**config.mk**
```make
export PLATFORM = sky130hd
export DESIGN_NAME = afu_mmio_slave
export DESIGN_NICKNAME = d
export VERILOG_FILES = /design/src/rtl/afu_mmio_slave.sv
export SDC_FILE = /design/constraint.sdc
export NUM_CORES = 1
export LEC_CHECK = 0
export BUFFER_PORTS_ARGS = -buffer_cell sky130_fd_sc_hd__buf_2
export CAP_MARGIN = 30
export CORE_MARGIN = 3
export CORE_UTILIZATION = 59
export DETAILED_ROUTE_END_ITERATION = 6
export PLACE_DENSITY = 0.78
export SYNTH_ARGS = -nofsm -noshare
export SYNTH_HDL_FRONTEND = slang
export SYNTH_SLANG_ARGS = --single-unit
```
**constraint.sdc**
```tcl
create_clock -name ha_pclock -period 3.15 [get_ports ha_pclock]
set_input_delay 0.1575 -clock ha_pclock [delete_from_list [all_inputs] [get_ports ha_pclock]]
set_output_delay 0.1575 -clock ha_pclock [all_outputs]
set_load 0.005 [all_outputs]
```
**src/rtl/afu_mmio_slave.sv**
```systemverilog
// afu_mmio_slave: PSL MMIO slave serving AFU descriptor and problem-state registers.
// Optional build macro MMIO_PARITY_CHECK_EN enables request parity checking.
module afu_mmio_slave #(
   parameter int ACK_DELAY = 1
) (
   input  logic        ha_pclock,
   input  logic        ha_rst_n,
   input  logic        ha_mmval,
   input  logic        ha_mmcfg,
   input  logic        ha_mmrnw,
   input  logic        ha_mmdw,
   input  logic [0:23] ha_mmad,
   input  logic        ha_mmadpar,
   input  logic [0:63] ha_mmdata,
   input  logic        ha_mmdatapar,
   output logic        ah_mmack,
   output logic [0:63] ah_mmdata,
   output logic        ah_mmdatapar
);

   localparam int NST = ACK_DELAY + 2;
   localparam logic [0:63] AFU_DESC0 = 64'h0000_0001_0000_8010;
   localparam logic [0:63] AFU_ID    = 64'h4341_5049_5F41_4655;

   logic [0:22] idx;
   logic        wsel;
   logic        par_err;
   logic        ps_wr;
   logic        commit;
   logic [0:63] scratch0;
   logic [0:63] scratch1;
   logic [0:63] wrcount;
   logic [0:63] rd_dw;
   logic [0:63] resp;
   logic [0:63] wr_val0;
   logic [0:63] wr_val1;

   logic        ack_q [NST];
   logic [0:63] dat_q [NST];
   logic        par_q [NST];

   assign idx  = ha_mmad[0:22];
   assign wsel = ha_mmad[23];

`ifdef MMIO_PARITY_CHECK_EN
   logic status_err;

   assign par_err = ha_mmval &
                    ((ha_mmadpar != ~^ha_mmad) |
                     (~ha_mmrnw & (ha_mmdatapar != ~^ha_mmdata)));
`else
   logic unused_par;

   assign unused_par = ha_mmadpar ^ ha_mmdatapar;
   assign par_err    = 1'b0;
`endif

   assign ps_wr  = ha_mmval & ~ha_mmrnw & ~ha_mmcfg;
   assign commit = ps_wr & ~par_err;

   // Word writes replace only the selected half, taken from the same half of the bus.
   function automatic logic [0:63] merge(
      input logic [0:63] old,
      input logic [0:63] data,
      input logic        dw,
      input logic        sel
   );
      if (dw)
         return data;
      else if (sel)
         return {old[0:31], data[32:63]};
      else
         return {data[0:31], old[32:63]};
   endfunction

   assign wr_val0 = merge(scratch0, ha_mmdata, ha_mmdw, wsel);
   assign wr_val1 = merge(scratch1, ha_mmdata, ha_mmdw, wsel);

   always_comb begin
      rd_dw = '0;
      if (ha_mmcfg) begin
         if (idx == 23'd0)
            rd_dw = AFU_DESC0;
      end else begin
         case (idx)
            23'd0: rd_dw = AFU_ID;
            23'd1: rd_dw = scratch0;
            23'd2: rd_dw = scratch1;
`ifdef MMIO_PARITY_CHECK_EN
            23'd3: rd_dw = {63'b0, status_err};
`endif
            23'd4: rd_dw = wrcount;
            default: rd_dw = '0;
         endcase
      end
   end

   always_comb begin
      resp = '0;
      if (ha_mmval & ha_mmrnw & ~par_err) begin
         if (ha_mmdw)
            resp = rd_dw;
         else if (wsel)
            resp = {rd_dw[32:63], rd_dw[32:63]};
         else
            resp = {rd_dw[0:31], rd_dw[0:31]};
      end
   end

   always_ff @(posedge ha_pclock or negedge ha_rst_n) begin
      if (!ha_rst_n) begin
         scratch0 <= '0;
         scratch1 <= '0;
         wrcount  <= '0;
      end else if (commit) begin
         if (idx == 23'd1)
            scratch0 <= wr_val0;
         if (idx == 23'd2)
            scratch1 <= wr_val1;
         if (idx == 23'd1 || idx == 23'd2)
            wrcount <= wrcount + 64'd1;
      end
   end

`ifdef MMIO_PARITY_CHECK_EN
   // A bad-parity write to STATUS must not clear the error it just raised.
   always_ff @(posedge ha_pclock or negedge ha_rst_n) begin
      if (!ha_rst_n)
         status_err <= 1'b0;
      else if (par_err)
         status_err <= 1'b1;
      else if (ps_wr && idx == 23'd3)
         status_err <= 1'b0;
   end
`endif

   always_ff @(posedge ha_pclock or negedge ha_rst_n) begin
      if (!ha_rst_n) begin
         for (int i = 0; i < NST; i++) begin
            ack_q[i] <= 1'b0;
            dat_q[i] <= '0;
            par_q[i] <= 1'b1;
         end
      end else begin
         ack_q[0] <= ha_mmval;
         dat_q[0] <= resp;
         par_q[0] <= ~^resp;
         for (int i = 1; i < NST; i++) begin
            ack_q[i] <= ack_q[i-1];
            dat_q[i] <= dat_q[i-1];
            par_q[i] <= par_q[i-1];
         end
      end
   end

   assign ah_mmack     = ack_q[NST-1];
   assign ah_mmdata    = dat_q[NST-1];
   assign ah_mmdatapar = par_q[NST-1];

endmodule

```
==> results of run 1 <==
[routing by layer]
metal  global-route usage  vias up  wire, µm  share of wire
met5                    0        -         0              0
met4               0.0909        0      1300          0.029
met3               0.0432       85      3310          0.074
met2                0.521      570     22400           0.50
met1                0.421     5895     18000           0.40
li1                     -     5196         -              -
[synth_stat cells (all sizes together), types with 7 or more instances]
cell type / n / area share
dfrtp: 387 / 0.59
nand2: 158 / 0.037
mux2: 120 / 0.083
buf: 96 / 0.042
xnor2: 81 / 0.044
nor2: 79 / 0.019
a21oi: 56 / 0.017
clkbuf: 35 / 0.0080
a22oi: 29 / 0.014
nand3: 28 / 0.0092
xor2: 28 / 0.015
nor3: 27 / 0.011
o21ai: 25 / 0.0079
and3: 17 / 0.0065
a222oi: 16 / 0.0098
inv: 16 / 0.0037
nand2b: 14 / 0.0054
nor2b: 14 / 0.0054
a32oi: 11 / 0.0059
a211oi: 10 / 0.0052
a221oi: 10 / 0.0077
nand4: 8 / 0.0034
xnor3: 8 / 0.011
o22ai: 7 / 0.0027
[worst min-delay path: cells and delay by family]
family | cells | cell delay [ps]
simple gates | 2 | 180
buf+inv | 2 | 290
[cells by family (layout without fill, tap and decap cells)]
family | Yosys count | count (layout) | share of synthesized area
mux | 123 | 123 | 0.0845
buf+inv | 147 | 523 | 0.0535
compound gates | 180 | 180 | 0.0786
simple gates | 371 | 371 | 0.115
fa+ha+maj | 1 | 1 | 0.000766
xor+xnor | 117 | 117 | 0.0699
flops | 390 | 390 | 0.597
[sequential cells by signal, summed over array words and instances, names as in the netlist]
name and cells:
ah_mmack 1, scratch1 64, dat_q 128, ah_mmdatapar 1, scratch0 64, wrcount 64, ah_mmdata 64, ack_q 2
par_q 2
[repair_timing]
item                                    4_1_cts  5_1_grt
endpoints found under the hold margin       231        0
setup buffers                                 0       16
resized for setup                             5       42
pin swaps                                     0       22
cloned                                        0        0
endpoints found under the setup margin        1        1
hold buffers                                 66        0
[worst paths after layout]
path | depth (start not counted) | startpoint | slack [ps] | to
hold reg to reg | 0 | dat_q[150] | 340 | dat_q[86]
max in group asynchronous | 3 | ha_rst_n | 1880 | dat_q[182]
min in group asynchronous | 2 | ha_rst_n | 310 | dat_q[101]
hold / removal | 4 | ha_mmrnw | 150 | dat_q[131]
setup reg to reg | 12 | wrcount[3] | 180 | par_q[2]
setup / recovery | 15 | ha_mmad[19] | 80 | par_q[2]
[power by group]
group	switching, mW	internal, mW	total [mW]
combinational	0.274	0.188	0.462
clock	1.85	2.65	4.50
sequential	0.00119	5.01	5.01
[layout make-up]
cell class,instances,area (µm²)
clock buffers,59,1130
multi-input cells,792,5860
inverters,16,60.1
well taps,372,465
clock inverters,11,119
repair buffers,437,3180
fillers,1795,6530
flip-flops and latches,390,9760
[stage by stage]
stage / hold slack [ps] / cell area (µm²) / power, mW / util / setup TNS [ps]
after CTS: 140 / 20300 / 10.0 / 0.748 / 0
after global routing: 179 / 20600 / 10.3 / 0.759 / -16.2
final: 152 / 20600 / 9.97 / 0.759 / 0
after floorplan: -138 / 16300 / 5.22 / - / 0
after global placement: 276 / 18300 / 5.48 / 0.677 / -461
after detailed placement: 287 / 18300 / 5.49 / 0.677 / -652
==> reports/summary.txt, run 1 <==
Post-synth EDFFs: 0
crit path time final: 3070 ps
drt pass-1 iters: 7
status: complete, no violations
Synth Instances: 1,329
drt via density: 5.66
Largest stage delay, worst path: 430 ps
final hold vios: 0
Static Leak: 10.3 nW
worst-path maximum fanout: 9
hpwl dp: 31,800 µm
clk root buf: clkbuf_16
pwr dens: 485 nW/µm²
FF+latch count, synth: 390
Max-slew headroom: 0.435
vias in the first global route: 12.0k
CTS sink cnt: 390
DRC Markers: 0
nets@finish: 1,773
total CTS buffers: 39
Worst Setup Path Type: in2reg
layout cells sized above 1: 0.358
post-synthesis sequential area ratio: 0.597
Mapped Area: 16,300 µm²
starting density of the core: 0.603
port bufs: 159
initial antenna violation count: 0
# IOs: 162
Die ar.: 29,700 µm²
max-slew violations: 0
CP required: 3590 ps
Buffers & Inverters on Critical Path: 4
Die W: 172 µm
CTS tree: built
syn_area_per_cell: 12.3 µm²
Die Y: 172 µm
critical path's top delay family: simple AND/OR/NAND/NOR gates
Async SR Flop Fraction: 1.00
Core ar.: 27,100 µm²
Final setup viols: 0
Place WS: -548 ps
dpl cells: 1,925
startpoint types: input pin
nature of the critical path endpoint: flop
Final GP Congestion: 0.979
CP arrival: 3500 ps
Max Cap Viol: 0
Starting DRT DRC Count: 1,176
skew final: 14.6 ps
first-pass GRT wire length: 68,900 µm
Clk Latency, worst-skew pair: 520 ps
commonest non-fill, non-tap cell in the layout: dfrtp_1
most frequently used flop master after synthesis: dfrtp_1
antenna cells: 0
gr ovfl total: 0
WL final: 44,900 µm
final non-filler cell total: 2,077
H-tree depth: 2
post-synthesis cell type count: 64
post-synthesis net count: 1,426
worst-margin pin slew: 847 ps
slowest stage cell, crit path: o21ai_1
ANT nets after route: 0
fin crit share: 0.974
synth warn: 0
Bufs on Longest Clock Path: 3
area growth from synthesis to layout: 25.9%
WL per Instance: 21.6 µm
PnR worst setup slack: 81.3 ps
commonest cells after routing, fill and taps aside: dfrtp_1, buf_4, buf_2
Tot GR Track Use: 0.308
Worst-path clk slew: 60 ps
row count: 60
Max Freq: 326 MHz
via count: 11.7k
largest net degree at the start of global routing: 111
maximum vdd drop: 0.000446 V
Hold Path Class: in2reg
worst-path cell chain: buf_2, nor4_4, nand2_1, buf_4, or2_1, buf_4, o21ai_1, nor2_1, nor3_1, xor2_1, xnor2_1, xnor2_1, xnor2_1, buf_4, xnor3_1
Power figures use the tool's default switching activity.
==> inputs of run 2 (changes only) <==
--- a/config.mk
+++ b/config.mk
@@ -7,8 +7,10 @@
 export LEC_CHECK = 0
 export BUFFER_PORTS_ARGS = -buffer_cell sky130_fd_sc_hd__buf_2
 export CAP_MARGIN = 30
+export CELL_PAD_IN_SITES_DETAIL_PLACEMENT = 1
+export CELL_PAD_IN_SITES_GLOBAL_PLACEMENT = 1
 export CORE_MARGIN = 3
-export CORE_UTILIZATION = 59
+export CORE_UTILIZATION = 48
 export DETAILED_ROUTE_END_ITERATION = 6
 export PLACE_DENSITY = 0.78
 export SYNTH_ARGS = -nofsm -noshare
==> run 2 against run 1 <==
  * The run now ends with negative setup slack left
  * Critical path depth shrank 8
  * Design area increased by 0.94%
  * Die area increased by 22%
  * Total power up 3.6%
  * Clock skew grew 7.6 ps
  * Clock-buffer cell count is 6 lower
  * Hold slack worse by 33 ps
  * Clock power grew 7.3%
  * Non-clock buffer count rose by 5
  * Global-route usage shrank 1.3 points
  * Highest routed layer is now met5
==> reports/summary.txt, run 2 (same netlist as run 1, synthesis figures left out) <==
Max-slew headroom: 0.393
CTS sink cnt: 390
Worst-path clk slew: 70 ps
area growth from synthesis to layout: 27.1%
gr ovfl total: 0
RSZ-0062 raised after global routing: yes
drt pass-1 iters: 5
Combinational Power Share: 0.047
layout cells sized above 1: 0.362
max-slew violations: 0
Max Cap Viol: 0
fill count: 3,351
Starting DRT DRC Count: 951
Die ar.: 36,300 µm²
Core ar.: 33,000 µm²
crit path time final: 3180 ps
clk root buf: clkbuf_16
DRC Markers: 0
dpl cells: 2,012
nature of the critical path endpoint: flop
Worst Setup Path Type: reg2reg
failing checks: negative setup slack
nets@finish: 1,780
status: finished, violations left
Flop pwr share: 0.485
Static Leak: 10.3 nW
drt via density: 5.55
starting density of the core: 0.495
Hold Startpoint: ha_mmrnw
commonest cells after routing, fill and taps aside: dfrtp_1, buf_4, buf_2
WL per Instance: 24.5 µm
sw power: 2.32 mW
Largest register FFs: 128
worst-path maximum fanout: 3
startpoint of the worst-slack reg-to-reg timing path: wrcount[24]
final hold vios: 0
CP arrival: 3650 ps
# IOs: 162
worst-margin pin slew: 911 ps
Worst Setup EP: par_q[2]
Tot GR Track Use: 0.295
ANT nets after route: 0
final non-filler cell total: 2,155
largest net degree at the start of global routing: 78
skew final: 22.2 ps
Die Y: 191 µm
total CTS buffers: 41
Final setup viols: 1
via count: 12.0k
Top reg by flops: dat_q
startpoint types: flop
pwr dens: 497 nW/µm²
WL final: 52,800 µm
PnR worst setup slack: -28.4 ps
Final GP Congestion: 0.910
Die W: 191 µm
CP required: 3620 ps
first-pass GRT wire length: 80,300 µm
row count: 66
CTS tree: built
Max Freq: 315 MHz
Bufs on Longest Clock Path: 3
maximum vdd drop: 0.000527 V
initial antenna violation count: 4
flop-to-flop setup slack: -30 ps
Hold Path Class: in2reg
port bufs: 159
commonest non-fill, non-tap cell in the layout: dfrtp_1
fin crit share: 1.01
Clk Latency, worst-skew pair: 550 ps
worst hold margin: 119 ps
Reg2Reg Depth: 7
internal power: 8.01 mW
H-tree depth: 2
Place WS: -659 ps
Net Sw Frac: 0.225
CP startpoint: wrcount[24]
Clk network pwr share: 0.468
hpwl dp: 37,300 µm
worst flop-to-flop path endpoint: par_q[2]
vias in the first global route: 13.3k
## run 2: timing repair
action                                  CTS  global route
hold buffers                             66             0
endpoints found under the setup margin    1             4
gates cloned                              0             0
resized for setup                         8            17
pin swaps                                 4             8
hold endpoints to repair                199             0
buffers inserted                          1             3
## run 2: per-layer routing
metal  wire length, µm  GRT usage
met1             20800      0.369
met2             27400      0.531
met3              2820     0.0421
met4              1780     0.0903
met5                55          0
## run 2: area by class of cell
cell class / count / area [µm²] / area share
Multi-Input combinational cell: 792 / 5810 / 0.280
Clock inverter: 19 / 203 / 0.00976
Tap cell: 442 / 553 / 0.0266
Antenna cell: 1 / 2.50 / 0.000120
Timing Repair Buffer: 442 / 3250 / 0.156
Sequential cell: 390 / 9770 / 0.470
Clock buffer: 53 / 1130 / 0.0545
Inverter: 16 / 60.1 / 0.00289
## run 2: worst min path at each step
stage                    end  cells after the start
3_5_place_dp   ah_mmdata[18]                      1
2_1_floorplan       ack_q[1]                      0
3_3_place_gp   ah_mmdata[19]                      1
4_1_cts           dat_q[138]                      4
5_1_grt           dat_q[170]                      4
6_report          dat_q[138]                      4
## run 2: metrics by stage
step                utilization  area [µm²]  power (mW)  TNS [ps]
CTS                       0.626       20700        10.4         0
global route              0.629       20800        10.7     -94.3
detailed placement        0.564       18600        5.52      -691
global placement          0.564       18600        5.50      -555
finish                    0.629       20800        10.3     -28.4
floorplan                     -       16300        5.22         0
## run 2: critical path, cell delays in order, from the launching register on
cell and delay (ps):
dfrtp_1 470, a222oi_1 850, a211oi_2 200, xnor2_1 320
xnor2_2 160, xnor3_1 350, xnor3_1 380, xnor3_1 380
## run 2: power by group through the flow
stage,clock (mW),sequential [mW],combinational [mW]
2_1_floorplan,0,5.11,0.113
3_3_place_gp,0,5.10,0.400
3_5_place_dp,0,5.10,0.415
4_1_cts,4.92,5.01,0.483
5_1_grt,5.16,5.01,0.529
6_report,4.83,5.01,0.488
